--- config.mk ---
export PLATFORM = sky130hd
export DESIGN_NAME = vertex_collector
export DESIGN_NICKNAME = d
export VERILOG_FILES = /design/src/rtl/vertex_pkg.sv /design/src/rtl/vertex_collector_sync_fifo.sv /design/src/rtl/vertex_collector.sv
export SDC_FILE = /design/constraint.sdc
export NUM_CORES = 1
export LEC_CHECK = 0
export ABC_AREA = 1
export BUFFER_PORTS_ARGS = -buffer_cell sky130_fd_sc_hd__buf_4
export CAP_MARGIN = 20
export CORE_MARGIN = 3
export CORE_UTILIZATION = 40
export DETAILED_ROUTE_END_ITERATION = 16
export PLACE_DENSITY = 0.55
export SETUP_SLACK_MARGIN = 0.5
export SYNTH_ARGS = -nofsm -noshare
export SYNTH_HDL_FRONTEND = slang
export SYNTH_SLANG_ARGS = --single-unit
--- constraint.sdc ---
create_clock -name clk -period 18.1 [get_ports clk]
set_input_delay 4.525 -clock clk [delete_from_list [all_inputs] [get_ports clk]]
set_output_delay 4.525 -clock clk [all_outputs]
set_load 0.02 [all_outputs]
--- src/rtl/vertex_pkg.sv ---
// Shared definitions for the vertex collector: component geometry and lane
// names used when packing adder-tree results into vertices.
package vertex_pkg;

    localparam int COMP_W = 32;
    localparam int LANES  = 4;
    localparam int VTX_W  = COMP_W * LANES;

    typedef logic [COMP_W-1:0] comp_t;
    typedef logic [VTX_W-1:0]  vtx_t;

    // Lane index of each vertex component inside vtx_t
    localparam logic [1:0] X = 2'd0;
    localparam logic [1:0] Y = 2'd1;
    localparam logic [1:0] Z = 2'd2;
    localparam logic [1:0] W = 2'd3;

endpackage : vertex_pkg

--- src/rtl/vertex_collector_sync_fifo.sv ---
// sync_fifo: generic single-clock FIFO with synchronous active-low reset.
// Push and pop may occur in the same cycle in any state, including full.
// The head word (rdata_o) is read straight from storage, so it stays stable
// until popped. Storage is cleared on reset so the head reads as zero.
module sync_fifo #(
    parameter int WIDTH = 128,
    parameter int DEPTH = 4
) (
    input  logic                     clk_i,
    input  logic                     rst_n_i,
    input  logic                     push_i,
    input  logic [WIDTH-1:0]         wdata_i,
    input  logic                     pop_i,
    output logic [WIDTH-1:0]         rdata_o,
    output logic                     full_o,
    output logic                     empty_o,
    output logic [$clog2(DEPTH):0]   level_o
);

    localparam int AW = $clog2(DEPTH);
    localparam int LW = AW + 1;

    logic [WIDTH-1:0] mem_q [DEPTH];
    logic [AW-1:0]    wr_ptr_q, wr_ptr_d;
    logic [AW-1:0]    rd_ptr_q, rd_ptr_d;
    logic [LW-1:0]    level_q,  level_d;
    logic             push_ok_s;
    logic             pop_ok_s;

    assign full_o  = (level_q == LW'(DEPTH));
    assign empty_o = (level_q == '0);
    assign level_o = level_q;
    assign rdata_o = mem_q[rd_ptr_q];

    // Qualify requests and compute next pointer / occupancy values
    always_comb begin
        pop_ok_s  = pop_i && !empty_o;
        push_ok_s = push_i && (!full_o || pop_ok_s);
        wr_ptr_d  = wr_ptr_q;
        rd_ptr_d  = rd_ptr_q;
        level_d   = level_q;
        if (push_ok_s) begin
            wr_ptr_d = wr_ptr_q + AW'(1);
        end else begin
            wr_ptr_d = wr_ptr_q;
        end
        if (pop_ok_s) begin
            rd_ptr_d = rd_ptr_q + AW'(1);
        end else begin
            rd_ptr_d = rd_ptr_q;
        end
        case ({push_ok_s, pop_ok_s})
            2'b10:   level_d = level_q + LW'(1);
            2'b01:   level_d = level_q - LW'(1);
            default: level_d = level_q;
        endcase
    end

    // Pointer, occupancy and storage registers
    always_ff @(posedge clk_i) begin
        if (!rst_n_i) begin
            wr_ptr_q <= '0;
            rd_ptr_q <= '0;
            level_q  <= '0;
            for (int i = 0; i < DEPTH; i++) begin
                mem_q[i] <= '0;
            end
        end else begin
            wr_ptr_q <= wr_ptr_d;
            rd_ptr_q <= rd_ptr_d;
            level_q  <= level_d;
            if (push_ok_s) begin
                mem_q[wr_ptr_q] <= wdata_i;
            end
        end
    end

endmodule : sync_fifo

--- src/rtl/vertex_collector.sv ---
// vertex_collector: packs groups of four adder-tree results into 128-bit
// vertices (lane 0 = x ... lane 3 = w), buffers them in a small FIFO and
// hands them downstream over valid/ready. A flush emits a partial vertex
// with unfilled lanes zero; if the FIFO has no room the flush is held
// pending and input is stalled until it can be pushed.
// Optional build macro: VTX_STATS_EN adds the vtx_count push counter output.
module vertex_collector #(
    parameter int COMP_W     = vertex_pkg::COMP_W,
    parameter int LANES      = vertex_pkg::LANES,
    parameter int FIFO_DEPTH = 4
) (
    input  logic                          clk,
    input  logic                          reset,
    input  logic                          enable,
    input  logic                          res_valid,
    output logic                          res_ready,
    input  logic [COMP_W-1:0]             res_data,
    input  logic                          flush,
    output logic                          vtx_valid,
    input  logic                          vtx_ready,
    output logic [LANES*COMP_W-1:0]       vtx_data,
    output logic [1:0]                    comp_idx,
    output logic [$clog2(FIFO_DEPTH):0]   fifo_level
`ifdef VTX_STATS_EN
    ,
    output logic [15:0]                   vtx_count
`endif
);

    import vertex_pkg::*;

    localparam int VW = LANES * COMP_W;

    logic [1:0]    comp_idx_q, comp_idx_d;
    logic [VW-1:0] stage_q,    stage_d;
    logic          pend_q,     pend_d;

    logic [VW-1:0] merged_s;
    logic [VW-1:0] push_data_s;
    logic          push_s;
    logic          pop_s;
    logic          space_s;
    logic          accept_s;
    logic          complete_s;
    logic          full_s;
    logic          empty_s;

    assign vtx_valid = !empty_s;
    assign comp_idx  = comp_idx_q;

    // Handshake qualification: room exists when not full or the head leaves now
    always_comb begin
        pop_s      = vtx_valid && vtx_ready;
        space_s    = !full_s || pop_s;
        res_ready  = enable && !pend_q && ((comp_idx_q != W) || space_s);
        accept_s   = res_valid && res_ready;
        complete_s = accept_s && (comp_idx_q == W);
    end

    // Staging contents with the incoming word dropped into its lane
    always_comb begin
        merged_s = stage_q;
        if (accept_s) begin
            merged_s[int'(comp_idx_q)*COMP_W +: COMP_W] = res_data;
        end else begin
            merged_s = stage_q;
        end
    end

    // Next-state for lane index, staging and pending flush; decides FIFO push
    always_comb begin
        comp_idx_d  = comp_idx_q;
        stage_d     = stage_q;
        pend_d      = pend_q;
        push_s      = 1'b0;
        push_data_s = merged_s;
        if (pend_q) begin
            // No accepts happen while pending, so merged_s equals stage_q
            if (space_s) begin
                push_s     = 1'b1;
                stage_d    = '0;
                comp_idx_d = X;
                pend_d     = 1'b0;
            end else begin
                pend_d     = 1'b1;
            end
        end else begin
            if (accept_s) begin
                comp_idx_d = comp_idx_q + 2'd1;
                if (complete_s) begin
                    push_s  = 1'b1;
                    stage_d = '0;
                end else begin
                    stage_d = merged_s;
                end
            end else begin
                comp_idx_d = comp_idx_q;
            end
            // Flush only matters if a partial vertex remains after the accept
            if (flush && !complete_s && (accept_s || (comp_idx_q != X))) begin
                if (space_s) begin
                    push_s     = 1'b1;
                    stage_d    = '0;
                    comp_idx_d = X;
                end else begin
                    pend_d     = 1'b1;
                end
            end else begin
                pend_d = 1'b0;
            end
        end
    end

    // Collector state registers
    always_ff @(posedge clk) begin
        if (!reset) begin
            comp_idx_q <= X;
            stage_q    <= '0;
            pend_q     <= 1'b0;
        end else begin
            comp_idx_q <= comp_idx_d;
            stage_q    <= stage_d;
            pend_q     <= pend_d;
        end
    end

    sync_fifo #(
        .WIDTH (VW),
        .DEPTH (FIFO_DEPTH)
    ) u_fifo (
        .clk_i   (clk),
        .rst_n_i (reset),
        .push_i  (push_s),
        .wdata_i (push_data_s),
        .pop_i   (pop_s),
        .rdata_o (vtx_data),
        .full_o  (full_s),
        .empty_o (empty_s),
        .level_o (fifo_level)
    );

`ifdef VTX_STATS_EN
    logic [15:0] vtx_count_q;

    // Count every vertex pushed into the FIFO, wrapping at 16 bits
    always_ff @(posedge clk) begin
        if (!reset) begin
            vtx_count_q <= 16'd0;
        end else if (push_s) begin
            vtx_count_q <= vtx_count_q + 16'd1;
        end else begin
            vtx_count_q <= vtx_count_q;
        end
    end

    assign vtx_count = vtx_count_q;
`endif

endmodule : vertex_collector

==> key figures <==
Cells and area
  • Most common cell after layout, fill and taps aside: nand2_1
  • Most frequent cells in the layout: 746 x nand2_1, 555 x nor2_1, 512 x edfxtp_1
  • Nets: ~4.0k
  • Final core utilization: 0.456
  • Syn-to-layout area delta: 12.3%
  • Layout cells sized above 1: 0.0883

Critical path
  • Worst R2R Path Depth: 10
  • CP max FO: 2
  • CP startpoint kind: input port
  • CP most frequent cell: buf_4
  • Arrival time worst endpoint: between 5 and 6 ns
  • Critical-path top delay cell: nor2_2
  • R2R setup slack: 13.28 ns
  • CP endpoint kind: output port
  • CP required: 13.57 ns
  • Reg2Reg Launch Point: comp_idx[0]
  • Reg2reg end: u_fifo.mem_q[3][48]
  • Crit path kind: input port to output port
  • Worst path max stage delay: 0.14 ns
  • Crit path cell chain: buf_4, nor2_2, nand3_2, nand2_1, inv_1, buf_4

Timing
  • Slew margin rel.: 0.264
  • Final Skew: around 0.017 ns
  • Worst-Margin Slew: 1.10 ns
  • Setup WS post-layout: 8.41 ns
  • RSZ-0062 raised after global routing: no
  • Post-route minimum period: 9.69 ns
  • Fin crit share: 0.535
  • Hold WS: roughly 0.46 ns
  • Peak Freq: 103 MHz
  • Final Hold Violating Endpoints: 0
  • Max Slew Vio Count: 0
  • Final setup vio count: 0
  • Setup TNS: 0 ns

Place
  • Dpl ws: roughly 8.4 ns
  • Dpl hpwl: 59500 um
  • PortBufs: 172
  • GP Congestion: 0.789

Drt
  • WL per Instance: 21.0 um
  • First-pass DRT Iterations: 7
  • DRT antenna net count: 0
  • Drc violations: 0
  • Final WL: ~110000 um
  • Routed vias: 27.9k
  • DRT iter0 DRCs: 2724
  • Vias per cell: between 5 and 6

Logic synthesis
  • Distinct cells, synth: 29
  • Post-Synthesis Cell Area: 0.0330 sq mm
  • Syn Inst Count: 3990
  • Syn_nets: 4036
  • Syn avg cell area: 8.27 sq um
  • Flops & latches, synth: 652
  • Synth warn: 0
  • Seq/Total Area, Yosys: 0.551

Clocking
  • CTS tree: done
  • CTS Buf Count: 72
  • Cts hold-fix bufs: 0
  • Setup bufs post-CTS: 0
  • Root Driver: clkbuf_16
  • Clock Sinks: 652
  • CTS Buffer Depth: 3
  • Clk_lat worst skew: a little over 0.6 ns
  • Post_cts resized: 0
  • H-Tree Depth: 3
  • Clock transition at path regs: 0.06 ns

Floorplanning
  • Total die area: 0.0860 sq mm
  • Die Y: 293 um
  • Core area: 0.0812 sq mm
  • Initial core utilization: 0.407
  • Die Wd: 293 um
  • Core Rows: 104
  • # IOs: 173

GRT
  • GR Overflow Total: 0
  • Initial antenna violation count: 1
  • First-pass GRT wire length: ~160000 um
  • Largest net degree at the start of global routing: 130
  • Vias in the first global route: 25.7k
  • Total GRT Usage: 0.243

Power and ir drop
  • Overall Power: 4220 uW
  • Leak Pwr: 0.0143 uW
  • Max VDD drop: 0.0656 mV
  • PwrDens: 114 mW/mm^2

Run status
  • Outcome: finished clean

Worst hold path
  • Hold Path Class: register to register
  • Hold_sp: u_fifo.rd_ptr_q[1]
  • Hold path depth: 2

Run
  • Max_cap viols: 0
-- flip-flops by register name, indices dropped and copies added, names as in the netlist, named ones only --
name             cells
u_fifo.level_o       3
u_fifo.mem_q       512
stage_q            128
u_fifo.wr_ptr_q      2
comp_idx             2
pend_q               1
u_fifo.rd_ptr_q      2
-- worst max-delay path by stage --
stage	from	to	slack, ns	depth (start not counted)
2_1_floorplan	enable	u_fifo.mem_q[0][0]	2.94	9
4_1_cts	vtx_ready	res_ready	8.41	6
3_5_place_dp	vtx_ready	res_ready	8.41	6
5_1_grt	vtx_ready	res_ready	8.34	6
6_report	vtx_ready	res_ready	8.41	6
3_3_place_gp	vtx_ready	res_ready	8.38	6
-- cell families (layout without fill, tap and decap cells) --
group / after synthesis / count (layout) / share of synthesized area
buf+inv: 772 / 802 / 0.0940
other cells: 0 / 2 / 0
compound gates: 778 / 778 / 0.123
simple gates: 1780 / 1780 / 0.229
flops: 652 / 652 / 0.551
fa+ha+maj: 8 / 8 / 0.00326
-- through the flow --
| stage | std cells | instance area [sq um] |
|---|---|---|
| after global routing | 5080 | 37100 |
| final | 5082 | 37100 |
| after floorplan | 3990 | 33000 |
| after global placement | 4947 | 34700 |
| after detailed placement | 4949 | 34800 |
| after CTS | 5079 | 37000 |
-- per-layer routing --
metal  up-vias  global-route usage  wire length (um)
met5         -                   0                 0
met3       138              0.0485              8720
met1     13400               0.352             48000
met2       967               0.373             47700
met4         0              0.0666              2400
li1      13400                   -                 -
-- worst max-delay path: cells and delay by family --
| family | cells | cell delay, ns |
|---|---|---|
| buffers and inverters | 3 | 0.30 |
| and+or+nand+nor | 3 | 0.33 |
-- final cells by class --
cell class,count,area (sq um)
clock inverters,26,231
diodes,2,5.00
fillers,8074,44100
clock buffers,104,2040
multi-input cells,2566,11800
inverters,449,1700
repair buffers,223,1750
flip-flops and latches,652,18200
well taps,1060,1330
-- cell usage after synthesis --
library cell	count	area [sq um]
clkinv_1	2	7.51
nor3_1	129	646
o22ai_1	128	801
buf_6	11	124
buf_4	12	90.1
buf_2	62	310
ha_1	7	87.6
nand2_1	747	2800
nand3b_1	25	188
dfxtp_1	140	2800
fa_1	1	20.0
nor2_2	5	31.3
inv_1	443	1660
nor3_2	2	20.0
edfxtp_1	512	15400
inv_2	4	15.0
a31oi_1	9	56.3
nand3_1	176	881
o211ai_1	2	15.0
buf_1	33	124
o21ai_0	421	2110
nand2_2	3	18.8
nand3_4	1	17.5
a21oi_1	137	686
nand3_2	2	20.0
o21ai_1	81	405
nand4_1	134	838
clkbuf_1	205	769
nor2_1	556	2090
-- power by group --
part	internal, uW	switching (uW)
registers	1690	49.4
clock network	839	608
logic	319	711
Power figures use the tool's default switching activity.
